### src/rtl/fetch_unit_if.sv
// rtl/fetch_unit_if.sv - fetch unit memory, redirect and decode-side signal bundle
interface fetch_unit_if #(
  parameter int PC_W    = 32,
  parameter int INSTR_W = 32
);
  logic               imem_req;
  logic [PC_W-1:0]    imem_addr;
  logic [INSTR_W-1:0] imem_rdata;
  logic               redirect_valid;
  logic [PC_W-1:0]    redirect_pc;
  logic               if_valid;
  logic               if_ready;
  logic [INSTR_W-1:0] if_instr;
  logic [4:0]         if_opcode;
  logic [PC_W-1:0]    if_pc;

  modport master (
    output imem_req, imem_addr,
    input  imem_rdata,
    input  redirect_valid, redirect_pc,
    output if_valid, if_instr, if_opcode, if_pc,
    input  if_ready
  );

  modport slave (
    input  imem_req, imem_addr,
    output imem_rdata,
    output redirect_valid, redirect_pc,
    input  if_valid, if_instr, if_opcode, if_pc,
    output if_ready
  );
endinterface

### src/rtl/fetch_unit.sv
// rtl/fetch_unit.sv - instruction fetch front end with fetch FIFO; FETCH_HALT_EN enables halt on opcode 5'h1F
module fetch_unit #(
  parameter int              PC_W     = 32,
  parameter int              INSTR_W  = 32,
  parameter int              DEPTH    = 4,
  parameter logic [PC_W-1:0] RESET_PC = '0
) (
  input  logic         clk,
  input  logic         rst_n,
  fetch_unit_if.master bus
);
  localparam int AW = $clog2(DEPTH);
  localparam int CW = AW + 1;

  logic [PC_W-1:0]    pc_q;
  logic [PC_W-1:0]    resp_pc_q;
  logic               req_q;
  logic               inflight_q;
  logic [CW-1:0]      count_q;
  logic [AW-1:0]      wr_q;
  logic [AW-1:0]      rd_q;
  logic [INSTR_W-1:0] instr_mem [DEPTH];
  logic [PC_W-1:0]    pc_mem    [DEPTH];

  logic               redirect;
  logic               push;
  logic               pop;
  logic               inflight_n;
  logic               halt_n;
  logic               req_n;
  logic [CW-1:0]      count_n;
  logic [CW:0]        occ_n;

  assign redirect = bus.redirect_valid;

  // The request shown in a redirect cycle is treated as never issued; its data is dropped.
  always_comb begin
    pop        = (count_q != '0) && bus.if_ready;
    push       = inflight_q && !redirect;
    inflight_n = req_q && !redirect;
    count_n    = count_q + CW'(push) - CW'(pop);
    if (redirect) begin
      count_n = '0;
    end
    occ_n = {1'b0, count_n} + (CW+1)'(inflight_n);
    req_n = (occ_n < (CW+1)'(DEPTH)) && !halt_n;
  end

`ifdef FETCH_HALT_EN
  logic halt_q;

  always_comb begin
    halt_n = halt_q || (push && (bus.imem_rdata[INSTR_W-1 -: 5] == 5'h1F));
    if (redirect) begin
      halt_n = 1'b0;
    end
  end

  always_ff @(posedge clk) begin
    if (!rst_n) begin
      halt_q <= 1'b0;
    end else begin
      halt_q <= halt_n;
    end
  end
`else
  assign halt_n = 1'b0;
`endif

  always_ff @(posedge clk) begin
    if (!rst_n) begin
      pc_q       <= RESET_PC;
      resp_pc_q  <= '0;
      req_q      <= 1'b0;
      inflight_q <= 1'b0;
      count_q    <= '0;
      wr_q       <= '0;
      rd_q       <= '0;
      for (int i = 0; i < DEPTH; i++) begin
        instr_mem[i] <= '0;
        pc_mem[i]    <= '0;
      end
    end else begin
      req_q      <= req_n;
      inflight_q <= inflight_n;
      count_q    <= count_n;
      resp_pc_q  <= pc_q;
      if (redirect) begin
        pc_q <= bus.redirect_pc;
        wr_q <= '0;
        rd_q <= '0;
      end else begin
        if (req_q) begin
          pc_q <= pc_q + PC_W'(4);
        end
        if (push) begin
          instr_mem[wr_q] <= bus.imem_rdata;
          pc_mem[wr_q]    <= resp_pc_q;
          wr_q            <= wr_q + AW'(1);
        end
        if (pop) begin
          rd_q <= rd_q + AW'(1);
        end
      end
    end
  end

  assign bus.imem_req  = req_q;
  assign bus.imem_addr = pc_q;
  assign bus.if_valid  = (count_q != '0);
  assign bus.if_instr  = instr_mem[rd_q];
  assign bus.if_opcode = instr_mem[rd_q][INSTR_W-1 -: 5];
  assign bus.if_pc     = pc_mem[rd_q];
endmodule
### src/flat_wrapper.sv
// flat-port wrapper written by rule: the top's interface ports become plain ports
module fetch_unit_flat 
#(
  parameter int              PC_W     = 32,
  parameter int              INSTR_W  = 32,
  parameter int              DEPTH    = 4,
  parameter logic [PC_W-1:0] RESET_PC = '0
)
  (clk, rst_n, bus_imem_req, bus_imem_addr, bus_imem_rdata, bus_redirect_valid, bus_redirect_pc, bus_if_valid, bus_if_instr, bus_if_opcode, bus_if_pc, bus_if_ready);
  fetch_unit_if #(.PC_W(PC_W), .INSTR_W(INSTR_W)) bus_i ();
  input  logic clk;
  input  logic rst_n;
  output wire logic [$bits(bus_i.imem_req)-1:0] bus_imem_req;
  output wire logic [$bits(bus_i.imem_addr)-1:0] bus_imem_addr;
  input wire logic [$bits(bus_i.imem_rdata)-1:0] bus_imem_rdata;
  input wire logic [$bits(bus_i.redirect_valid)-1:0] bus_redirect_valid;
  input wire logic [$bits(bus_i.redirect_pc)-1:0] bus_redirect_pc;
  output wire logic [$bits(bus_i.if_valid)-1:0] bus_if_valid;
  output wire logic [$bits(bus_i.if_instr)-1:0] bus_if_instr;
  output wire logic [$bits(bus_i.if_opcode)-1:0] bus_if_opcode;
  output wire logic [$bits(bus_i.if_pc)-1:0] bus_if_pc;
  input wire logic [$bits(bus_i.if_ready)-1:0] bus_if_ready;
  assign bus_imem_req = bus_i.imem_req;
  assign bus_imem_addr = bus_i.imem_addr;
  assign bus_i.imem_rdata = bus_imem_rdata;
  assign bus_i.redirect_valid = bus_redirect_valid;
  assign bus_i.redirect_pc = bus_redirect_pc;
  assign bus_if_valid = bus_i.if_valid;
  assign bus_if_instr = bus_i.if_instr;
  assign bus_if_opcode = bus_i.if_opcode;
  assign bus_if_pc = bus_i.if_pc;
  assign bus_i.if_ready = bus_if_ready;
  fetch_unit #(.PC_W(PC_W), .INSTR_W(INSTR_W), .DEPTH(DEPTH), .RESET_PC(RESET_PC)) u_core (.clk(clk), .rst_n(rst_n), .bus(bus_i));
endmodule
### config.mk
export PLATFORM = sky130hd
export DESIGN_NAME = fetch_unit_flat
export DESIGN_NICKNAME = d
export VERILOG_FILES = /design/src/rtl/fetch_unit_if.sv /design/src/rtl/fetch_unit.sv /design/src/flat_wrapper.sv
export SDC_FILE = /design/constraint.sdc
export NUM_CORES = 1
export LEC_CHECK = 0
export CORE_ASPECT_RATIO = 0.8
export CORE_MARGIN = 2
export CORE_UTILIZATION = 65
export CTS_BUF_LIST = sky130_fd_sc_hd__clkbuf_8
export CTS_CLUSTER_DIAMETER = 50
export DETAILED_ROUTE_END_ITERATION = 6
export DONT_BUFFER_PORTS = 1
export HOLD_SLACK_MARGIN = 0.05
export PLACE_DENSITY = 0.8
export SLEW_MARGIN = 40
export SYNTH_ARGS = -nofsm -noshare
export SYNTH_HDL_FRONTEND = slang
export SYNTH_SLANG_ARGS = --single-unit
### constraint.sdc
create_clock -name clk -period 8.65 [get_ports clk]
set_input_delay 1.2975 -clock clk [delete_from_list [all_inputs] [get_ports clk]]
set_output_delay 1.2975 -clock clk [all_outputs]
set_load 0.02 [all_outputs]
==> results of run 1 <==
==> layer usage <==
metal | global-route usage [%] | vias to the layer above | part of all wire (%)
met1 | 38.9 | 3946 | 42
met5 | 0 | - | 0
met3 | 6.61 | 41 | 9.3
li1 | - | 3548 | -
met2 | 41.0 | 390 | 47
met4 | 6.75 | 0 | 1.7
==> cells in the final DEF, fill, tap and decap left out, types with 4 or more instances in the layout <==
cell type / netlist / routed
xnor2_1: 12 / 12
clkbuf_8: 0 / 54
a21oi_1: 23 / 23
mux4_2: 64 / 64
xor2_1: 22 / 22
inv_1: 71 / 96
nand3_1: 13 / 13
buf_4: 6 / 4
buf_6: 1 / 4
dfxtp_1: 75 / 73
nor2_1: 166 / 166
and2_1: 82 / 82
o21ai_0: 21 / 17
nand4_1: 6 / 6
o21ai_4: 0 / 4
clkinv_1: 0 / 8
nor4_4: 4 / 4
a211oi_1: 5 / 5
nand2_1: 83 / 83
and3_1: 6 / 6
edfxtp_1: 256 / 256
==> worst paths after layout <==
| check | from | endpoint | slack [ns] | depth (start not counted) |
|---|---|---|---|---|
| setup / recovery | flop | bus_if_instr[31] | 4.83 | 2 |
| hold / removal | u_core.resp_pc_q[3]$_SDFF_PN0_ | u_core.pc_mem[2][3]$_SDFFCE_PN0P_ | 0.53 | 1 |
| setup reg to reg | u_core.count_q[1]$_SDFF_PN0_ | u_core.bus.imem_req$_SDFF_PN0_ | 6.05 | 10 |
| hold reg to reg | u_core.resp_pc_q[3]$_SDFF_PN0_ | u_core.pc_mem[2][3]$_SDFFCE_PN0P_ | 0.53 | 1 |
==> registers in the layout (all words and copies together) (netlist names), named ones only <==
signal                count
u_core.instr_mem        128
u_core.pc_mem           128
u_core.bus.imem_req       1
u_core.wr_q               2
u_core.rd_q               2
u_core.bus.imem_addr     32
u_core.count_q            3
u_core.inflight_q         1
u_core.resp_pc_q         32
==> critical path, stage by stage (launching register included) <==
cell and delay, ns:
dfxtp_4 0.65, buf_6 0.56, mux4_2 0.74
==> power by group through the flow <==
stage,clock network (uW),registers [uW],logic (uW)
after CTS,1190,1830,145
after global routing,1250,1840,155
final,1170,1830,144
after global placement,0,1860,140
after detailed placement,0,1860,144
after floorplan,0,1850,118
==> logic make-up after synthesis <==
logic type      after synthesis  share of synthesized area (%)
mux                          67                           10.7
simple gates                383                           13.9
flops                       331                           66.8
buf+inv                     133                           3.98
fa+ha+maj                     4                          0.418
xor+xnor                     34                           2.16
compound gates               54                           2.07
==> cell usage after synthesis, types with 2 or more instances <==
master      n  share of area, %
and2_1     82               3.7
ha_1        3              0.27
a21oi_1    23              0.84
buf_1       4              0.11
and3_1      6              0.27
o22ai_1     2             0.091
nor3_1      3              0.11
edfxtp_1  256                56
nor4_4      4              0.62
nor3b_1     2              0.11
o21ai_0    21              0.76
nand3_2     2              0.15
nand4_1     6              0.27
a211oi_1    5              0.27
xnor2_1    12              0.76
buf_2      15              0.55
nand2_1    83               2.3
clkbuf_1   34              0.93
inv_2       2             0.055
nor2_1    166               4.5
nand4_4     3              0.46
xor2_1     22               1.4
mux2i_1     3              0.22
dfxtp_1    75                11
o21ai_1     3              0.11
mux4_2     64                10
buf_4       6              0.33
nand2b_1    2             0.091
nand3_1    13              0.47
inv_1      71               1.9
==> through the flow <==
stage	power, uW	instances	util [%]	hold WS [ns]	setup slack, ns
6_report	3140	1319	72.3	0.533	4.83
5_1_grt	3240	1319	72.3	0.545	4.63
4_1_cts	3160	1319	72.2	0.526	4.72
3_5_place_dp	2010	1227	67.8	0.518	4.67
3_3_place_gp	2000	1223	67.4	0.512	4.45
2_1_floorplan	1970	1006	-	0.485	1.96
==> layout make-up <==
cell class	instances	area (sq um)	area share (%)
Clock buffer	54	743	4.97
Clock inverter	38	176	1.18
Inverter	73	274	1.83
Multi-Input combinational cell	542	4090	27.3
Sequential cell	331	9200	61.4
Tap cell	269	337	2.25
Timing Repair Buffer	12	150	1.00
==> flow_summary.json, run 1 <==
{
  "status": "completed",
  "synth.distinct_cells": 43,
  "via_per_inst": 6.01,
  "drcViolationCount": 0,
  "ys_ff_latch": 331,
  "slew_headroom_pct": 42.3,
  "cp.required_ns": 7.35,
  "drtAntennaViolNets": 0,
  "power_leakage_uw": 0.00586,
  "fin_crit_sh_pct": 44.1,
  "cp_max_fo": 42,
  "place_area_sq_um": 14000,
  "path_class": "flop to primary output",
  "combPwrFrac_pct": 4.6,
  "firstDrtPassIters": 5,
  "yosysWarnings": 0,
  "cp.arrival_ns": 2.52,
  "grt_pass1_vias": 7881,
  "root_buffer": "clkbuf_8",
  "place_congestion": 0.865,
  "post_cts_resized": 0,
  "cts_buffer_depth": 3,
  "min_period_ns": 3.82,
  "power-per-cell-area_nw_per_um2": 210,
  "skew_ns": 0.0187,
  "cap_violations": 0,
  "slew_violations": 0,
  "synth_flop_cell": "edfxtp_1",
  "antenna_found_initial": 0,
  "synth_nets": 1078,
  "die-area_sq_um": 22300,
  "synth_cells": 1006,
  "portBuffers": 0,
  "pwr-share-seq_pct": 58.2,
  "first_iter_violations": 862,
  "die_h_um": 134,
  "grt_start_max_net_pins": 66,
  "cts.sinks": 331,
  "nets": 1081,
  "crit_path_start_kind": "flop",
  "postCtsSetupBuffers": 0,
  "cts_tree": "yes",
  "postSynthAreaPerCell_sq_um": 13.7,
  "cts_made_buffers": 49,
  "synth_area_sq_um": 13800,
  "drive_above_1_share_pct": 15.5,
  "worst_pin_slew_ns": 0.866,
  "die_x_um": 167,
  "setup_viol": 0,
  "end_kind": "primary output",
  "wl_per_cell_um": 22.1,
  "max-vdd-ir-drop_mv": 0.134,
  "internal-power_uw": 2420,
  "rsz0062_at_grt": "false",
  "design_area_sq_um": 15000,
  "n_antenna_cell": 0,
  "hold_class": "flop to flop",
  "core_sq_um": 20700,
  "async_reset_ff_share_pct": 0,
  "switching_share_pct": 23.0,
  "hold_violations": 0,
  "setup_tns_ns": 0,
  "switchingPower_uw": 723,
  "synth-edff-count": 256,
  "dp_hpwl_um": 17600,
  "ctsHoldBuffers": 0,
  "routed_wl_um": 29100,
  "grt_overflow": 0,
  "fillerInstances": 1327,
  "clock_latency_ns": 0.56,
  "cts_htree_levels": 2,
  "fmax_mhz": 262,
  "vias": 7925,
  "power.share.clock_pct": 37.2,
  "start_util_pct": 66.5,
  "path_clk_slew_ns": 0.06,
  "synth-seq-area-share_pct": 66.8,
  "area_growth_syn_to_layout_pct": 8.81,
  "grtUsageTotal_pct": 26.6,
  "grt_pass1_wl_um": 45000,
  "num_rows": 47,
  "io_pins": 171
}
(Power assumes the default switching activity.)
==> run 2: changes to the inputs <==
--- a/config.mk
+++ b/config.mk
@@ -5,15 +5,16 @@
 export SDC_FILE = /design/constraint.sdc
 export NUM_CORES = 1
 export LEC_CHECK = 0
+export ABC_AREA = 1
 export CORE_ASPECT_RATIO = 0.8
 export CORE_MARGIN = 2
-export CORE_UTILIZATION = 65
+export CORE_UTILIZATION = 60
 export CTS_BUF_LIST = sky130_fd_sc_hd__clkbuf_8
 export CTS_CLUSTER_DIAMETER = 50
 export DETAILED_ROUTE_END_ITERATION = 6
 export DONT_BUFFER_PORTS = 1
 export HOLD_SLACK_MARGIN = 0.05
-export PLACE_DENSITY = 0.8
+export PLACE_DENSITY = 0.78
 export SLEW_MARGIN = 40
 export SYNTH_ARGS = -nofsm -noshare
 export SYNTH_HDL_FRONTEND = slang
==> constraint.sdc (replaced) <==
create_clock -name clk -period 3.4 [get_ports clk]
set_input_delay 0.51 -clock clk [delete_from_list [all_inputs] [get_ports clk]]
set_output_delay 0.51 -clock clk [all_outputs]
set_load 0.02 [all_outputs]
==> run 2 against run 1 <==
Effect of this change: hold slack got worse by 0.45 ns; critical path depth up 2; final cell count grew 39%; setup slack lost 4.4 ns; highest routed layer unchanged.
==> flow_summary.json, run 2 <==
{
  "postSynthAreaPerCell_sq_um": 9.77,
  "synth-edff-count": 256,
  "internal-power_uw": 6210,
  "cts.sinks": 331,
  "place_congestion": 0.898,
  "start_util_pct": 60.5,
  "nets": 1551,
  "switchingPower_uw": 1950,
  "post-synth-top-count-cell": "nor2_1",
  "synth-seq-area-share_pct": 63.0,
  "antenna_found_initial": 0,
  "switching_share_pct": 23.9,
  "path_class": "flop to primary output",
  "dp.cells": 1742,
  "core_sq_um": 24100,
  "seqCellArea_sq_um": 9190,
  "worst_pin_slew_ns": 0.847,
  "top_usage_layer": "met2",
  "vias": 10600,
  "hold_violations": 0,
  "holdPathStages": 2,
  "grt_overflow": 0,
  "grt_util_met2_pct": 44.9,
  "synth_area_sq_um": 14600,
  "worst_r2r_path_depth": 12,
  "clock_latency_ns": 0.56,
  "synth_flop_cell": "edfxtp_1",
  "portBuffers": 0,
  "yosys-top-cells-area": "edfxtp_1, dfxtp_1, nor2_1",
  "io_pins": 171,
  "crit_path_top_delay_cell": "inv_4",
  "skew_ns": 0.0219,
  "worstPathCellList": "inv_4 -> buf_4 -> o21ai_0 -> o22ai_1",
  "cp.arrival_ns": 2.41,
  "cp_max_fo": 78,
  "hold_class": "primary input to flop",
  "ys_ff_latch": 331,
  "grt_start_max_net_pins": 129,
  "power_leakage_uw": 0.00599,
  "reg2reg_from": "u_core.count_q[1]$_SDFF_PN0_",
  "num_rows": 51,
  "dp_slack_ns": 1.08,
  "fmax_mhz": 343,
  "n_antenna_cell": 0,
  "grt_pass1_vias": 10200,
  "postCtsSetupBuffers": 0,
  "firstDrtPassIters": 5,
  "grt_pass1_wl_um": 53600,
  "yosysWarnings": 0,
  "end_kind": "primary output",
  "stdcell_count": 1835,
  "wl_per_cell_um": 18.8,
  "slew_violations": 0,
  "largestRegisters": "u_core.instr_mem (128), u_core.pc_mem (128)",
  "die_x_um": 178,
  "rr_endpoint": "u_core.bus.imem_req$_SDFF_PN0_",
  "fin_crit_sh_pct": 85.8,
  "drcViolationCount": 0,
  "min_period_ns": 2.92,
  "crit_path_start_kind": "flop",
  "path_clk_slew_ns": 0.06,
  "final_core_util_pct": 65.7,
  "drtAntennaViolNets": 0,
  "rsz0062_at_grt": "false",
  "area_growth_syn_to_layout_pct": 8.57,
  "cts_tree": "yes",
  "cts_made_buffers": 51,
  "routed_wl_um": 34500,
  "synth_nets": 1565,
  "root_buffer": "clkbuf_8",
  "final_cell_mix": "nor2_1, edfxtp_1, inv_1",
  "dp_hpwl_um": 19900,
  "grtUsageTotal_pct": 27.0,
  "yosys-top-cells-count": "nor2_1, edfxtp_1, nand2_1",
  "max-vdd-ir-drop_mv": 0.477,
  "hold_end": "u_core.bus.imem_addr[1]$_SDFFE_PN0P_",
  "synth_top_area_share_pct": 52.7,
  "status": "completed",
  "hp-start": "bus_redirect_pc[1]",
  "synth_top_cell_by_area": "edfxtp_1",
  "async_reset_ff_share_pct": 0,
  "power.total_uw": 8160,
  "die-area_sq_um": 25600,
  "cp_top_family": "buffers and inverters",
  "fillerInstances": 1951,
  "setup_viol": 0,
  "rrSetupSlack_ns": 1.14,
  "slew_headroom_pct": 43.5,
  "via_per_inst": 5.77,
  "combPwrFrac_pct": 5.4,
  "drive_above_1_share_pct": 9.89,
  "worst_slack_ns": 0.483,
  "cts_buffer_depth": 3,
  "first_iter_violations": 1030,
  "setup_tns_ns": 0,
  "cap_violations": 0,
  "cts_htree_levels": 2,
  "synth.distinct_cells": 32,
  "met1_usage_pct": 35.9,
  "power.share.clock_pct": 37.9,
  "max_stage_delay_ns": 0.56,
  "cp.required_ns": 2.89,
  "final_common_cell": "nor2_1",
  "grt_use_met3_pct": 5.66,
  "power-per-cell-area_nw_per_um2": 515,
  "pwr-share-seq_pct": 56.6,
  "synth_cells": 1493,
  "cp.buffers_inverters": 2,
  "multi_input_area_sq_um": 4420,
  "die_h_um": 143
}
==> run 2: area by class of cell <==
cell class	count	share of cell area, %
Clock buffer	57	4.95
Clock inverter	34	1.03
Inverter	151	3.61
Multi-Input combinational cell	916	27.9
Sequential cell	331	58.0
Tap cell	318	2.51
Timing Repair Buffer	28	1.96
==> run 2: stage by stage <==
stage / hold slack (ns) / cell area [sq um]
2_1_floorplan: 0.436 / 14600
3_3_place_gp: 0.447 / 14900
3_5_place_dp: 0.465 / 14900
4_1_cts: 0.0531 / 15800
5_1_grt: 0.0605 / 15800
6_report: 0.0847 / 15800
==> run 2: repair_timing <==
| action | 4_1_cts | 5_1_grt |
|---|---|---|
| hold endpoints to repair | 25 | 0 |
| hold buffers | 2 | 0 |
| setup endpoints to repair | 0 | 0 |
| gates resized for setup | 0 | 0 |
==> run 2: kinds of logic after synthesis <==
kind of cell / after synthesis / synth area share [%]
XOR/XNOR: 16 / 0.960
adder cells (fa/ha/maj): 4 / 0.394
AO/OA/AOI/OAI: 261 / 9.96
AND/OR/NAND/NOR: 635 / 18.6
flip-flops: 331 / 63.0
buffers and inverters: 246 / 7.15
==> run 2: worst max-delay path by stage <==
stage | from | to | slack (ns) | cells after the start
after floorplan | bus_redirect_valid | u_core.instr_mem[3][0]$_DFFE_PP_ | 0.23 | 6
after global placement | flop | bus_if_pc[26] | 1.11 | 4
after detailed placement | flop | bus_if_pc[26] | 1.08 | 4
after CTS | flop | bus_if_pc[26] | 0.47 | 4
after global routing | flop | bus_if_pc[26] | 0.36 | 4
final | flop | bus_if_pc[26] | 0.48 | 4
==> run 2: power by group through the flow <==
stage,clock (uW),sequential [uW],combinational (uW)
floorplan,0,4680,337
global placement,0,4700,429
detailed placement,0,4710,438
CTS,3130,4620,447
global route,3310,4640,488
finish,3100,4620,444
==> run 2: per-layer routing <==
layer	up-vias	wire, um
met5	-	0
met4	0	767
met3	66	2830
met2	441	16600
met1	5124	14400
li1	4958	-
